===== src/rtl/uart_bus_bridge.sv =====
// -----------------------------------------------------------------------------
// uart_bus_bridge
//
// Serial-to-bus master. A host sends 8N1 command frames on ser_rx; the bridge
// turns each complete command into one 32-bit transaction on a PicoRV32-style
// native memory interface and reports the result on ser_tx.
//
//   'W' A0 A1 A2 A3 D0 D1 D2 D3  -> write, answered with 'K'
//   'R' A0 A1 A2 A3              -> read, answered with the 4 data bytes, LSB first
//   (address and data little-endian; any other first byte is ignored)
//
// Parameters
//   CLK_DIV  clock cycles per serial bit (4 .. 2**20)
//   TIMEOUT  idle cycles allowed between command bytes before a partial
//            command is dropped (>= 1)
//
// Ports
//   clk        system clock
//   resetn     asynchronous active-low reset
//   ser_rx     serial input, idle high, already synchronized to clk
//   ser_tx     serial output, idle high
//   mem_valid  bus request
//   mem_ready  bus completion, honoured only while mem_valid=1
//   mem_addr   word address, bits [1:0] always 0
//   mem_wdata  write data
//   mem_wstrb  4'hF for a write, 4'h0 for a read
//   mem_rdata  read data, valid with mem_ready
//   busy       high whenever the command parser is not idle
// -----------------------------------------------------------------------------
module uart_bus_bridge #(
    parameter int CLK_DIV = 139,
    parameter int TIMEOUT = 100000
) (
    input  logic        clk,
    input  logic        resetn,
    input  logic        ser_rx,
    output logic        ser_tx,
    output logic        mem_valid,
    input  logic        mem_ready,
    output logic [31:0] mem_addr,
    output logic [31:0] mem_wdata,
    output logic [3:0]  mem_wstrb,
    input  logic [31:0] mem_rdata,
    output logic        busy
);

    // Counter widths hold the compare values without wrapping.
    localparam int DW = $clog2(CLK_DIV + 1);
    localparam int TW = $clog2(TIMEOUT + 1);

    localparam logic [DW-1:0] DIV_LAST  = DW'(CLK_DIV - 1);
    localparam logic [DW-1:0] HALF_LAST = DW'(CLK_DIV / 2 - 1);
    localparam logic [TW-1:0] TMO_LAST  = TW'(TIMEOUT - 1);
    localparam logic [TW-1:0] TMO_MAX   = TW'(TIMEOUT);

    localparam logic [7:0] CMD_WRITE = 8'h57;
    localparam logic [7:0] CMD_READ  = 8'h52;
    localparam logic [7:0] RESP_ACK  = 8'h4B;

    // -------------------------------------------------------------------------
    // UART receiver
    // -------------------------------------------------------------------------
    typedef enum logic [1:0] {RX_IDLE, RX_START, RX_DATA, RX_STOP} rx_state_t;

    rx_state_t     rx_state;
    logic [DW-1:0] rx_cnt;
    logic [2:0]    rx_bit;
    logic [7:0]    rx_shift;   // holds the received byte while rx_valid is high
    logic          rx_valid;   // one-cycle pulse: byte with a good stop bit
    logic          rx_ferr;    // one-cycle pulse: stop bit sampled low

    // NOTE: state registers use non-blocking assignments so every flop in the
    // block samples the values from before the edge, independent of statement order.
    always_ff @(posedge clk or negedge resetn) begin
        if (!resetn) begin
            rx_state <= RX_IDLE;
            rx_cnt   <= '0;
            rx_bit   <= '0;
            rx_shift <= '0;
            rx_valid <= 1'b0;
            rx_ferr  <= 1'b0;
        end else begin
            rx_valid <= 1'b0;
            rx_ferr  <= 1'b0;
            case (rx_state)
                RX_IDLE: begin
                    if (!ser_rx) begin
                        rx_state <= RX_START;
                        rx_cnt   <= '0;
                    end
                end
                RX_START: begin
                    // Re-check the line half a bit in; a high here was a glitch.
                    if (rx_cnt == HALF_LAST) begin
                        rx_cnt   <= '0;
                        rx_bit   <= '0;
                        rx_state <= ser_rx ? RX_IDLE : RX_DATA;
                    end else begin
                        rx_cnt <= rx_cnt + 1'b1;
                    end
                end
                RX_DATA: begin
                    if (rx_cnt == DIV_LAST) begin
                        rx_cnt   <= '0;
                        rx_shift <= {ser_rx, rx_shift[7:1]};
                        rx_bit   <= rx_bit + 1'b1;
                        if (rx_bit == 3'd7) begin
                            rx_state <= RX_STOP;
                        end
                    end else begin
                        rx_cnt <= rx_cnt + 1'b1;
                    end
                end
                RX_STOP: begin
                    if (rx_cnt == DIV_LAST) begin
                        rx_cnt   <= '0;
                        rx_state <= RX_IDLE;
                        if (ser_rx) begin
                            rx_valid <= 1'b1;
                        end else begin
                            rx_ferr <= 1'b1;
                        end
                    end else begin
                        rx_cnt <= rx_cnt + 1'b1;
                    end
                end
                default: rx_state <= RX_IDLE;
            endcase
        end
    end

    // -------------------------------------------------------------------------
    // UART transmitter
    // -------------------------------------------------------------------------
    logic          tx_active;
    logic [DW-1:0] tx_cnt;
    logic [3:0]    tx_bit;     // 0 = start, 1..8 = data, 9 = stop
    logic [8:0]    tx_shift;   // remaining data bits with the stop bit on top
    logic          tx_ready;
    logic          tx_load;
    logic [7:0]    tx_byte;

    // Ready in the final cycle of a stop bit as well, so a queued byte's start
    // bit follows the previous stop bit with no idle gap.
    assign tx_ready = !tx_active || (tx_bit == 4'd9 && tx_cnt == DIV_LAST);

    always_ff @(posedge clk or negedge resetn) begin
        if (!resetn) begin
            ser_tx    <= 1'b1;
            tx_active <= 1'b0;
            tx_cnt    <= '0;
            tx_bit    <= '0;
            tx_shift  <= '0;
        end else if (tx_load) begin
            ser_tx    <= 1'b0;
            tx_shift  <= {1'b1, tx_byte};
            tx_cnt    <= '0;
            tx_bit    <= '0;
            tx_active <= 1'b1;
        end else if (tx_active) begin
            if (tx_cnt == DIV_LAST) begin
                tx_cnt <= '0;
                if (tx_bit == 4'd9) begin
                    tx_active <= 1'b0;
                end else begin
                    ser_tx   <= tx_shift[0];
                    tx_shift <= {1'b1, tx_shift[8:1]};
                    tx_bit   <= tx_bit + 1'b1;
                end
            end else begin
                tx_cnt <= tx_cnt + 1'b1;
            end
        end
    end

    // -------------------------------------------------------------------------
    // Command parser and bus master
    // -------------------------------------------------------------------------
    typedef enum logic [2:0] {P_IDLE, P_ADDR, P_WDATA, P_BUS, P_RESP} p_state_t;

    p_state_t      p_state;
    logic          is_write;
    logic [1:0]    byte_idx;
    logic [31:0]   addr;
    logic [31:0]   wdata;
    logic [31:0]   rdata;
    logic [2:0]    resp_idx;
    logic [2:0]    resp_len;
    logic [TW-1:0] tmo_cnt;

    assign resp_len = is_write ? 3'd1 : 3'd4;
    assign tx_load  = (p_state == P_RESP) && (resp_idx != resp_len) && tx_ready;
    assign tx_byte  = is_write ? RESP_ACK : rdata[{resp_idx[1:0], 3'b000} +: 8];

    // NOTE: the command/data registers are reset along with the control state
    // because mem_addr/mem_wdata have defined reset values and they are few flops.
    always_ff @(posedge clk or negedge resetn) begin
        if (!resetn) begin
            p_state   <= P_IDLE;
            busy      <= 1'b0;
            is_write  <= 1'b0;
            byte_idx  <= '0;
            addr      <= '0;
            wdata     <= '0;
            rdata     <= '0;
            resp_idx  <= '0;
            tmo_cnt   <= '0;
            mem_valid <= 1'b0;
            mem_addr  <= '0;
            mem_wdata <= '0;
            mem_wstrb <= '0;
        end else begin
            case (p_state)
                P_IDLE: begin
                    if (rx_valid && (rx_shift == CMD_WRITE || rx_shift == CMD_READ)) begin
                        is_write <= (rx_shift == CMD_WRITE);
                        byte_idx <= '0;
                        tmo_cnt  <= '0;
                        p_state  <= P_ADDR;
                        busy     <= 1'b1;
                    end
                end
                P_ADDR, P_WDATA: begin
                    if (rx_ferr) begin
                        p_state <= P_IDLE;
                        busy    <= 1'b0;
                    end else if (rx_valid) begin
                        tmo_cnt  <= '0;
                        byte_idx <= byte_idx + 1'b1;
                        if (p_state == P_ADDR) begin
                            addr[{byte_idx, 3'b000} +: 8] <= rx_shift;
                        end else begin
                            wdata[{byte_idx, 3'b000} +: 8] <= rx_shift;
                        end
                        if (byte_idx == 2'd3) begin
                            p_state <= (p_state == P_ADDR && is_write) ? P_WDATA : P_BUS;
                        end
                    end else if (tmo_cnt >= TMO_LAST) begin
                        tmo_cnt <= TMO_MAX;
                        p_state <= P_IDLE;
                        busy    <= 1'b0;
                    end else begin
                        tmo_cnt <= tmo_cnt + 1'b1;
                    end
                end
                P_BUS: begin
                    // mem_valid is low only in the first BUS cycle: issue the request.
                    if (!mem_valid) begin
                        mem_valid <= 1'b1;
                        mem_addr  <= {addr[31:2], 2'b00};
                        mem_wdata <= is_write ? wdata : 32'h0;
                        mem_wstrb <= is_write ? 4'hF : 4'h0;
                    end else if (mem_ready) begin
                        mem_valid <= 1'b0;
                        if (!is_write) begin
                            rdata <= mem_rdata;
                        end
                        resp_idx <= '0;
                        p_state  <= P_RESP;
                    end
                end
                P_RESP: begin
                    if (tx_load) begin
                        resp_idx <= resp_idx + 1'b1;
                    end else if (resp_idx == resp_len && tx_ready) begin
                        p_state <= P_IDLE;
                        busy    <= 1'b0;
                    end
                end
                default: begin
                    p_state <= P_IDLE;
                    busy    <= 1'b0;
                end
            endcase
        end
    end

endmodule


===== config.mk =====
export PLATFORM = sky130hd
export DESIGN_NAME = uart_bus_bridge
export DESIGN_NICKNAME = d
export VERILOG_FILES = /design/src/rtl/uart_bus_bridge.sv
export SDC_FILE = /design/constraint.sdc
export NUM_CORES = 1
export LEC_CHECK = 0
export ABC_AREA = 1
export ABC_CLOCK_PERIOD_IN_PS = 1500
export BUFFER_PORTS_ARGS = -buffer_cell sky130_fd_sc_hd__buf_2
export CORE_UTILIZATION = 51
export DETAILED_ROUTE_END_ITERATION = 6
export PLACE_DENSITY_LB_ADDON = 0.05
export SLEW_MARGIN = 25
export SYNTH_ARGS = -nofsm -noshare
export SYNTH_HDL_FRONTEND = slang
export SYNTH_SLANG_ARGS = --single-unit

===== constraint.sdc =====
create_clock -name clk -period 1.5 [get_ports clk]
set_input_delay 0.075 -clock clk [delete_from_list [all_inputs] [get_ports clk]]
set_output_delay 0.075 -clock clk [all_outputs]
set_load 0.05 [all_outputs]

==> Word level (Yosys, flattened, before mapping) <==
Index checks and enable logic that the tools add are counted.
{ "classes": {"n_reduce_logical": 32, "shift": 3, "n_lt_le_gt_ge": 1, "bitwise_logic": 5, "n_mux": 78, "n_eq_ne": 35, "n_addsub": 8} }
{ "op_table": {"columns": ["op", "count"], "rows": [
  ["17-bit 2-to-1 mux", 4],
  ["32-bit bitwise mux", 2],
  ["8-bit 2-to-1 mux", 7],
  ["3-bit 2-to-1 mux", 15],
  ["9-bit 2-to-1 mux", 4],
  ["17-bit one-hot mux with 2 select lines", 1],
  ["32-bit 2-to-1 mux", 1],
  ["8-bit by 7-bit variable shift with 32-bit output, first input constant", 1],
  ["32-bit by 6-bit indexed part select with 8-bit output", 1],
  ["8-bit by 7-bit indexed part select with 32-bit output", 1],
  ["2-bit != test, second input constant", 13],
  ["8-bit by 7-bit == test with 1-bit output, second input constant", 3],
  ["8-bit one-hot mux with 3 select lines", 1],
  ["1-bit 2-to-1 mux", 23],
  ["4-bit 2-to-1 mux", 5],
  ["4-bit AND reduction", 5],
  ["2-bit 2-to-1 mux", 9],
  ["17-bit by 1-bit adder with 17-bit output, second input constant", 1],
  ["17-bit greater-or-equal comparator, second input constant", 1],
  ["8-bit by 1-bit adder with 8-bit output, second input constant", 2],
  ["8-bit == test, second input constant", 2],
  ["3-bit one-hot mux with 2 select lines", 2],
  ["3-bit one-hot mux with 4 select lines", 1],
  ["2-bit nonzero test", 5],
  ["other kinds (30)", 52]
]} }
{ "totals": {"ff_bits": 236, "output_inout_bits": 71, "inputBits": 36} }

==> Longest topological paths before layout <==
Gate-level depths: netlist (run 1).
{ "logic_depth": {"depth_word": 7, "mapped_depth": 12, "depth_no_buf": 11} }

==> Worst setup path before layout (run 1) <==
OpenSTA, ideal clock, no wires.
{ "synth_timing": {"kind": "reg-to-reg", "start": "register byte_idx[0]", "end": "register addr[24]", "stages_incl_launch_ff": 8, "arrival_time_ns": 1.541, "setup_slack_ns": -0.123, "n_path_buf": 1, "setup_time_ns": 0.083, "cell_sequence": "dfrtp_1 -> inv_1 -> ha_1 -> or2_2 -> clkbuf_1 -> nor2_1 -> nand2_1 -> o21ai_0"} }
{ "synth_via": {"elab_chain_cells": 3, "word_cells_on_any_way": 4, "cone_classes": "add/sub: 1; shift: 2; mux: 1"} }
{ "synth_rtl": {"columns": ["element", "line_no", "rtl"], "rows": [
  ["start: declaration", "183", "logic [1:0] byte_idx;"],
  ["start signal: assignment", "229", "byte_idx <= byte_idx + 1'b1;"],
  ["5-bit negator with 7-bit output *", "231", "addr[{byte_idx, 3'b000} +: 8] <= rx_shift;"],
  ["8-bit by 7-bit indexed part select with 32-bit output / 8-bit by 7-bit variable shift with 32-bit output (equally long branches)", "231", null],
  ["32-bit bitwise mux *", "231", null],
  ["end signal: indexed assignment", "231", null],
  ["end: declaration", "184", "logic [31:0] addr;"]
]} }
Mark *: on every way between the ends. The rest lies on a longest branch, timed or not.
A chain may end at the register's enable or synchronous reset.

==> Worst setup path after layout (run 1) <==
{ "layout_timing": {"start": "register p_state[0]", "end": "register wdata[29]"} }
{ "layout_via": {"elab_chain_cells": 3, "word_cells_on_any_way": 5, "cone_classes": "eq/ne: 2; bitwise: 1; reduce/logical: 2"} }
{ "layout_rtl": {"columns": ["element", "line_no", "rtl"], "rows": [
  ["start: declaration", "181", "p_state_t p_state;"],
  ["start signal: assignment", "236", "p_state <= (p_state == P_ADDR && is_write) ? P_WDATA : P_BUS;"],
  ["3-bit by 1-bit == test with 1-bit output / 3-bit by 2-bit == test with 1-bit output (equally long branches)", "213, 230", null],
  ["2-bit OR reduction / 1-bit inverter (equally long branches)", null, null],
  ["4-bit AND reduction (no source line) *", null, null],
  ["end signal: indexed assignment", "233", "wdata[{byte_idx, 3'b000} +: 8] <= rx_shift;"],
  ["end: declaration", "185", "logic [31:0] wdata;"]
]} }
Marks and branches as above.

==> out/summary.txt, run 1 <==
WP buf/inv = 1
Library cells used by synthesis = 36
Die height = 146.7 µm
DR vias = 9343
Max Cap Viol = 0
Slew Viols, Final = 0
Area delta synth->final = 44.58%
Initial Utilization = 0.5245
Antenna Nets Post-Route = 0
WP data required = 1.90 ns
Total GRT Usage = 0.2457
Initial antenna violation count = 0
Drc violations = 0
Synth Instances = 1242
RSZ-0062 raised after global routing = yes
Pre-CTS setup slack = -0.1449 ns
Clock buffer depth = 3
Fin area = 15440 µm²
CP Class = register to register
Finished Layout Cells = 1826
CP max stage cell = dfrtp_1
Yosys reg bits = 231
Number of diodes = 0
First-pass GRT wire length = 43080 µm
Port buffer count = 104
Worst Hold Class = primary input to asynchronous set/reset pin
HPWL after DPL = 16450 µm
CTS Sinks = 231
CP peak stage delay = 0.42 ns
Final Hold Viols = 0
Failing checks = setup timing
Cell area after synthesis = 10680 µm²
Critical path cell sequence = nand2_2 > nand2_2 > nor2_4 > nand2_2 > inv_4 > nand2_8 > nor2_4 > o21ai_0
Fin util = 0.7584
Routed len/inst = 15.84 µm
DR iter-0 viols = 492
Most frequent CP cell = nand2_2
Worst vdd ir = 745.2 µV
Inserted Clock Buffers = 26
Power per cell area = 877.9 nW/µm²
Tcrit/Tclk final = 1.067
DR vias/cell = 5.117
# IOs = 107
Clk_lat worst skew = 0.52 ns
Number of global-route vias before repair = 8850
CTS tree = done
Die area = 21530 µm²
Routability cong. = 0.8309
Final worst setup slack = -0.09986 ns
Synth warn = 0
First-pass DRT Iterations = 5
Setup Viol. Count Final = 149
Syn_area_per_cell = 8.600 µm²
Outcome = finished, violations left
CTS H-tree lvls = 1
Core area = 20360 µm²
Peak Freq = 625.1 MHz
Layout cells sized above 1 = 0.4081
Startpoint Class = register
Setup crit end kind = register
Fillcell total = 1432
Setup TNS = -6.782 ns
Clk slew on worst S/H paths = 0.06 ns
Register area share after synthesis = 0.5413
Worst Clk Skew = 0.008295 ns
Row count = 52
CP max FO = 8
Largest net degree at the start of global routing = 55
Wirelength, routed = 28930 µm
Fin nets = 1591
Die Width = 146.7 µm
Leak = 7.761 nW
Min Tclk post-route = 1.600 ns
Clk root buf = clkbuf_16
Global route overflow = 0
Top delay family on crit path = simple AND/OR/NAND/NOR gates
Placed Cells = 1686
CP arrival = 2.00 ns
Placed Area = 12320 µm²
synth_stat cells:
| master | count | share of area |
|---|---|---|
| nor2_1 | 92 | 0.032 |
| conb_1 | 1 | 0.00035 |
| buf_2 | 20 | 0.0094 |
| nand2_2 | 3 | 0.0018 |
| inv_1 | 147 | 0.052 |
| nor2_2 | 4 | 0.0023 |
| or4_1 | 2 | 0.0014 |
| ha_1 | 16 | 0.019 |
| xor2_1 | 11 | 0.0090 |
| o21ai_1 | 7 | 0.0033 |
| clkbuf_1 | 9 | 0.0032 |
| a21oi_1 | 25 | 0.012 |
| dfrtp_1 | 230 | 0.54 |
| dfstp_2 | 1 | 0.0025 |
| o21bai_1 | 3 | 0.0021 |
| mux2_1 | 4 | 0.0042 |
| o22ai_1 | 6 | 0.0035 |
| nand4_1 | 14 | 0.0082 |
| o21ai_4 | 1 | 0.0015 |
| a21boi_0 | 1 | 0.00070 |
| buf_6 | 6 | 0.0063 |
| nor2_4 | 4 | 0.0042 |
| nand2_1 | 338 | 0.12 |
| o211ai_1 | 4 | 0.0028 |
| nand2_4 | 3 | 0.0032 |
| nand3_1 | 68 | 0.032 |
| buf_4 | 9 | 0.0063 |
| xnor2_1 | 6 | 0.0049 |
| mux2_2 | 20 | 0.021 |
| o21ai_0 | 158 | 0.074 |
| buf_1 | 1 | 0.00035 |
| nor3_1 | 13 | 0.0061 |
| or2_2 | 2 | 0.0012 |
| inv_2 | 6 | 0.0021 |
| nor2_8 | 5 | 0.0094 |
| clkinv_1 | 2 | 0.00070 |
placed cells by master (no fill, tap or decap), types with 6 or more instances in the layout:
master           n
a21oi_1         20
buf_12          11
buf_2          103
buf_4          113
buf_6           28
clkbuf_16       37
clkbuf_8         6
clkinv_2         6
dfrtp_1        227
dlygate4sd3_1   35
ha_1             9
inv_1          125
inv_2           22
mux2_2          20
nand2_1        248
nand2_2         74
nand2_4         20
nand3_1         45
nand3_2         21
nand4_1         14
nor2_1          49
nor2_2          29
nor2_4          26
o21ai_0         39
o21ai_1         67
o21ai_2         57
xnor2_1          6
xor2_1          11
per-stage QoR:
stage               power [mW]  hold WS [ns]
detailed placement       7.081      -0.02739
floorplan                6.701       -0.2206
global route             13.99       0.02862
finish                   13.56       0.01977
CTS                      13.48       0.02053
global placement         7.070      -0.02424
flip-flops by register name, summed over array words and instances (netlist names), 4 cells and up, named ones only:
signal and count:
tmo_cnt 17, rdata 32, mem_addr 30, wdata 32
tx_cnt 8, rx_shift 8, tx_shift 9, tx_bit 4
addr 30, mem_wdata 32, rx_cnt 8
worst reg2reg max path, cell delays in order, from the launching register on:
cell	delay, ns
dfrtp_1	0.42
nand2_2	0.13
nand2_2	0.07
nor2_4	0.14
nand2_2	0.10
inv_4	0.10
nand2_8	0.15
nor2_4	0.26
o21ai_0	0.11
power breakdown:
group          total, mW  switching (mW)  internal (mW)  leakage (nW)
Sequential          6.37          0.0808           6.29          3.12
Clock               6.20            2.47           3.73         0.422
Combinational      0.985           0.545          0.440          4.22
worst paths after layout:
path,startpoint,end,slack (ns),depth (start not counted)
min reg2reg,tx_shift[5]$_DFFE_PN0P_,tx_shift[5]$_DFFE_PN0P_,0.47,2
min in group clk,ser_rx,rx_ferr$_DFF_PN0_,0.30,3
max in group asynchronous,resetn,mem_valid$_DFFE_PN0P_,0.85,3
max,p_state[0]$_DFFE_PN0P_,wdata[29]$_DFFE_PN0P_,-0.1,8
max reg2reg,p_state[0]$_DFFE_PN0P_,wdata[29]$_DFFE_PN0P_,-0.1,8
min,resetn,mem_wdata[25]$_DFFE_PN0P_,0.02,2
timing repair:
action | CTS | global route
pin swaps | 45 | 55
gates resized for setup | 118 | 359
gates cloned | 8 | 17
setup endpoints to repair | 156 | 217
setup buffers | 18 | 19
hold buffers | 35 | 0
hold endpoints to repair | 267 | 0
area by class of cell:
cell class / count / area (µm²) / share of cell area
sequential: 231 / 5786 / 0.3746
multi-input combinational: 817 / 5201 / 0.3368
timing repair buffer: 308 / 2670 / 0.1729
clock buffer: 37 / 773.2 / 0.05007
inverter: 155 / 606.8 / 0.03929
tap: 270 / 337.8 / 0.02187
clock inverter: 8 / 68.82 / 0.004456
per-layer routing:
metal,GRT usage,up-vias,routed length (µm)
met2,0.4028,199,14370
met3,0.03012,50,1045
met5,0,-,0
met1,0.3456,4535,12900
li1,-,4559,-
met4,0.06875,0,618
kinds of logic after synthesis:
group | after synthesis | synth area share
XOR/XNOR | 17 | 0.01394
adder cells (fa/ha/maj) | 16 | 0.01874
AO/OA/AOI/OAI | 205 | 0.09968
AND/OR/NAND/NOR | 548 | 0.2207
other | 1 | 0.0003511
multiplexers | 24 | 0.02530
buffers and inverters | 200 | 0.08000
flip-flops | 231 | 0.5413
Note: power is estimated with default switching activity, not from simulation.
==> inputs of run 2 (changes only) <==
--- a/config.mk
+++ b/config.mk
@@ -8,6 +8,7 @@
 export ABC_AREA = 1
 export ABC_CLOCK_PERIOD_IN_PS = 1500
 export BUFFER_PORTS_ARGS = -buffer_cell sky130_fd_sc_hd__buf_2
+export CORE_MARGIN = 2
 export CORE_UTILIZATION = 51
 export DETAILED_ROUTE_END_ITERATION = 6
 export PLACE_DENSITY_LB_ADDON = 0.05
==> out/summary.txt, run 2 (synthesis gave the netlist of run 1 again) <==
Routed len/inst = 16.24 µm (was 15.84 µm)
Row count = 52 (unchanged)
# IOs = 107 (unchanged)
Clk root buf = clkbuf_16 (unchanged)
Largest net degree at the start of global routing = 53 (was 55)
CP max FO = 5 (was 8)
Number of diodes = 0 (unchanged)
DR vias = 9411 (was 9343)
Global route overflow = 0 (unchanged)
Max Cap Viol = 0 (unchanged)
Initial antenna violation count = 0 (unchanged)
Power per cell area = 906.6 nW/µm² (was 877.9 nW/µm²)
Startpoint Class = register (unchanged)
Fin nets = 1587 (was 1591)
Critical path cell sequence = buf_12 > nor2_4 > nand4_1 > buf_6 > clkbuf_16 > mux2_2 (was nand2_2 > nand2_2 > nor2_4 > nand2_2 > inv_4 > nand2_8 > nor2_4 > o21ai_0)
Inserted Clock Buffers = 26 (unchanged)
Failing checks = setup timing (unchanged)
Worst Hold Class = primary input to asynchronous set/reset pin (unchanged)
Slew Viols, Final = 0 (unchanged)
CTS Sinks = 231 (unchanged)
Top delay family on crit path = buffers and inverters (was simple AND/OR/NAND/NOR gates)
R2R cell count = 6 (was 8)
CP peak stage delay = 0.43 ns (was 0.42 ns)
Area delta synth->final = 40.48% (was 44.58%)
Fin area = 15010 µm² (was 15440 µm²)
Worst vdd ir = 1160 µV (was 745.2 µV)
Drc violations = 0 (unchanged)
Die area = 22120 µm² (was 21530 µm²)
Biggest regs = mem_wdata: 32 flops, rdata: 32 flops, wdata: 32 flops (unchanged)
Setup crit end kind = register (unchanged)
Leak = 7.511 nW (was 7.761 nW)
Setup Viol. Count Final = 186 (was 149)
RSZ-0062 raised after global routing = yes (unchanged)
Total GRT Usage = 0.2337 (was 0.2457)
CP max stage cell = dfrtp_2 (was dfrtp_1)
Finished Layout Cells = 1823 (was 1826)
WP buf/inv = 3 (was 1)
CTS tree = done (unchanged)
Outcome = finished, violations left (unchanged)
Antenna Nets Post-Route = 0 (unchanged)
Final worst setup slack = -0.2180 ns (was -0.09986 ns)
Clk_lat worst skew = 0.53 ns (was 0.52 ns)
Port buffer count = 104 (unchanged)
Routability cong. = 0.8372 (was 0.8309)
WP data required = 1.90 ns (about the same)
CP arrival = 2.12 ns (was 2.00 ns)
Worst Clk Skew = 0.01687 ns (was 0.008295 ns)
Peak Freq = 582.1 MHz (was 625.1 MHz)
First-pass GRT wire length = 42450 µm (was 43080 µm)
Most frequent cells in the layout = 267 x nand2_1, 224 x dfrtp_1, 131 x inv_1 (was 248 x nand2_1, 227 x dfrtp_1, 125 x inv_1)
Wirelength, routed = 29610 µm (was 28930 µm)
Placed Cells = 1690 (was 1686)
Clock buffer depth = 3 (unchanged)
Initial Utilization = 0.5245 (unchanged)
DR iter-0 viols = 582 (was 492)
Die height = 148.7 µm (was 146.7 µm)
CTS H-tree lvls = 1 (unchanged)
Core area = 20360 µm² (unchanged)
Layout cells sized above 1 = 0.3471 (was 0.4081)
First-pass DRT Iterations = 5 (unchanged)
Commonest non-fill, non-tap cell in the layout = nand2_1 (unchanged)
Levels on crit path = 6 (was 8)
Die Width = 148.7 µm (was 146.7 µm)
Clk slew on worst S/H paths = 0.06 ns (about the same)
Min Tclk post-route = 1.718 ns (was 1.600 ns)
Placed Area = 12320 µm² (about the same)
HPWL after DPL = 17070 µm (was 16450 µm)
Final Hold Viols = 0 (unchanged)
CP Class = register to register (unchanged)
Tcrit/Tclk final = 1.145 (was 1.067)
DR vias/cell = 5.162 (was 5.117)
Number of global-route vias before repair = 8878 (was 8850)
run 2: changes by cell type in the layout (fill, tap and decap cells not counted), sizes merged:
cell,delta
inv,-1
buf,-9
clkbuf,+7
nand2,+1
bufinv,+1
clkinv,-2
run 2: power by group:
part	internal, mW	total, mW	switching, mW
registers	6.29	6.37	0.0838
logic	0.467	1.07	0.603
clock network	3.70	6.16	2.46
total	10.5	13.6	3.15
run 2: worst paths after layout:
path,end,start,slack (ns)
hold reg to reg,ser_tx$_DFFE_PN1P_,ser_tx$_DFFE_PN1P_,0.48
setup / recovery,rdata[26]$_DFFE_PN0P_,p_state[2]$_DFFE_PN0P_,-0.22
max in group asynchronous,resp_idx[1]$_DFFE_PN0P_,resetn,0.81
min in group clk,rx_ferr$_DFF_PN0_,ser_rx,0.30
hold / removal,mem_addr[22]$_DFFE_PN0P_,resetn,0.04
setup reg to reg,rdata[26]$_DFFE_PN0P_,p_state[2]$_DFFE_PN0P_,-0.22
run 2: final cells by class:
type / count / area, µm²
clock buffers: 41 / 737.0
clock inverters: 5 / 86.33
fillers: 1516 / 5359
inverters: 155 / 613.1
multi-input cells: 818 / 4845
flip-flops and latches: 231 / 5789
well taps: 270 / 337.8
repair buffers: 302 / 2581
repair inverters: 1 / 16.27
run 2: layer usage:
| layer | GRT usage | vias up | wire length (µm) | part of all wire |
|---|---|---|---|---|
| li1 | - | 4556 | - | - |
| met4 | 0.04286 | 0 | 517 | 0.017 |
| met5 | 0 | - | 0 | 0 |
| met1 | 0.3356 | 4596 | 13100 | 0.44 |
| met2 | 0.3896 | 215 | 14870 | 0.50 |
| met3 | 0.02822 | 44 | 1123 | 0.038 |
run 2: repair_timing:
action / CTS / global route
endpoints found under the hold margin: 271 / 0
gates cloned: 6 / 22
hold buffers: 35 / 0
pin swaps: 27 / 48
gates resized for setup: 88 / 249
setup buffers: 7 / 18
setup endpoints to repair: 202 / 217
run 2: through the flow:
step	utilization	TNS [ns]	setup slack (ns)	power (mW)	hold WS (ns)
4_1_cts	0.6782	-2.268	-0.06082	13.34	0.07295
5_1_grt	0.7369	-32.27	-0.2801	14.07	0.08075
2_1_floorplan	-	-0.8536	-0.02931	6.701	-0.2206
6_report	0.7369	-14.60	-0.2180	13.60	0.04218
3_5_place_dp	0.6050	-9.231	-0.1300	7.075	0.03312
3_3_place_gp	0.6050	-4.958	-0.1070	7.062	0.03843
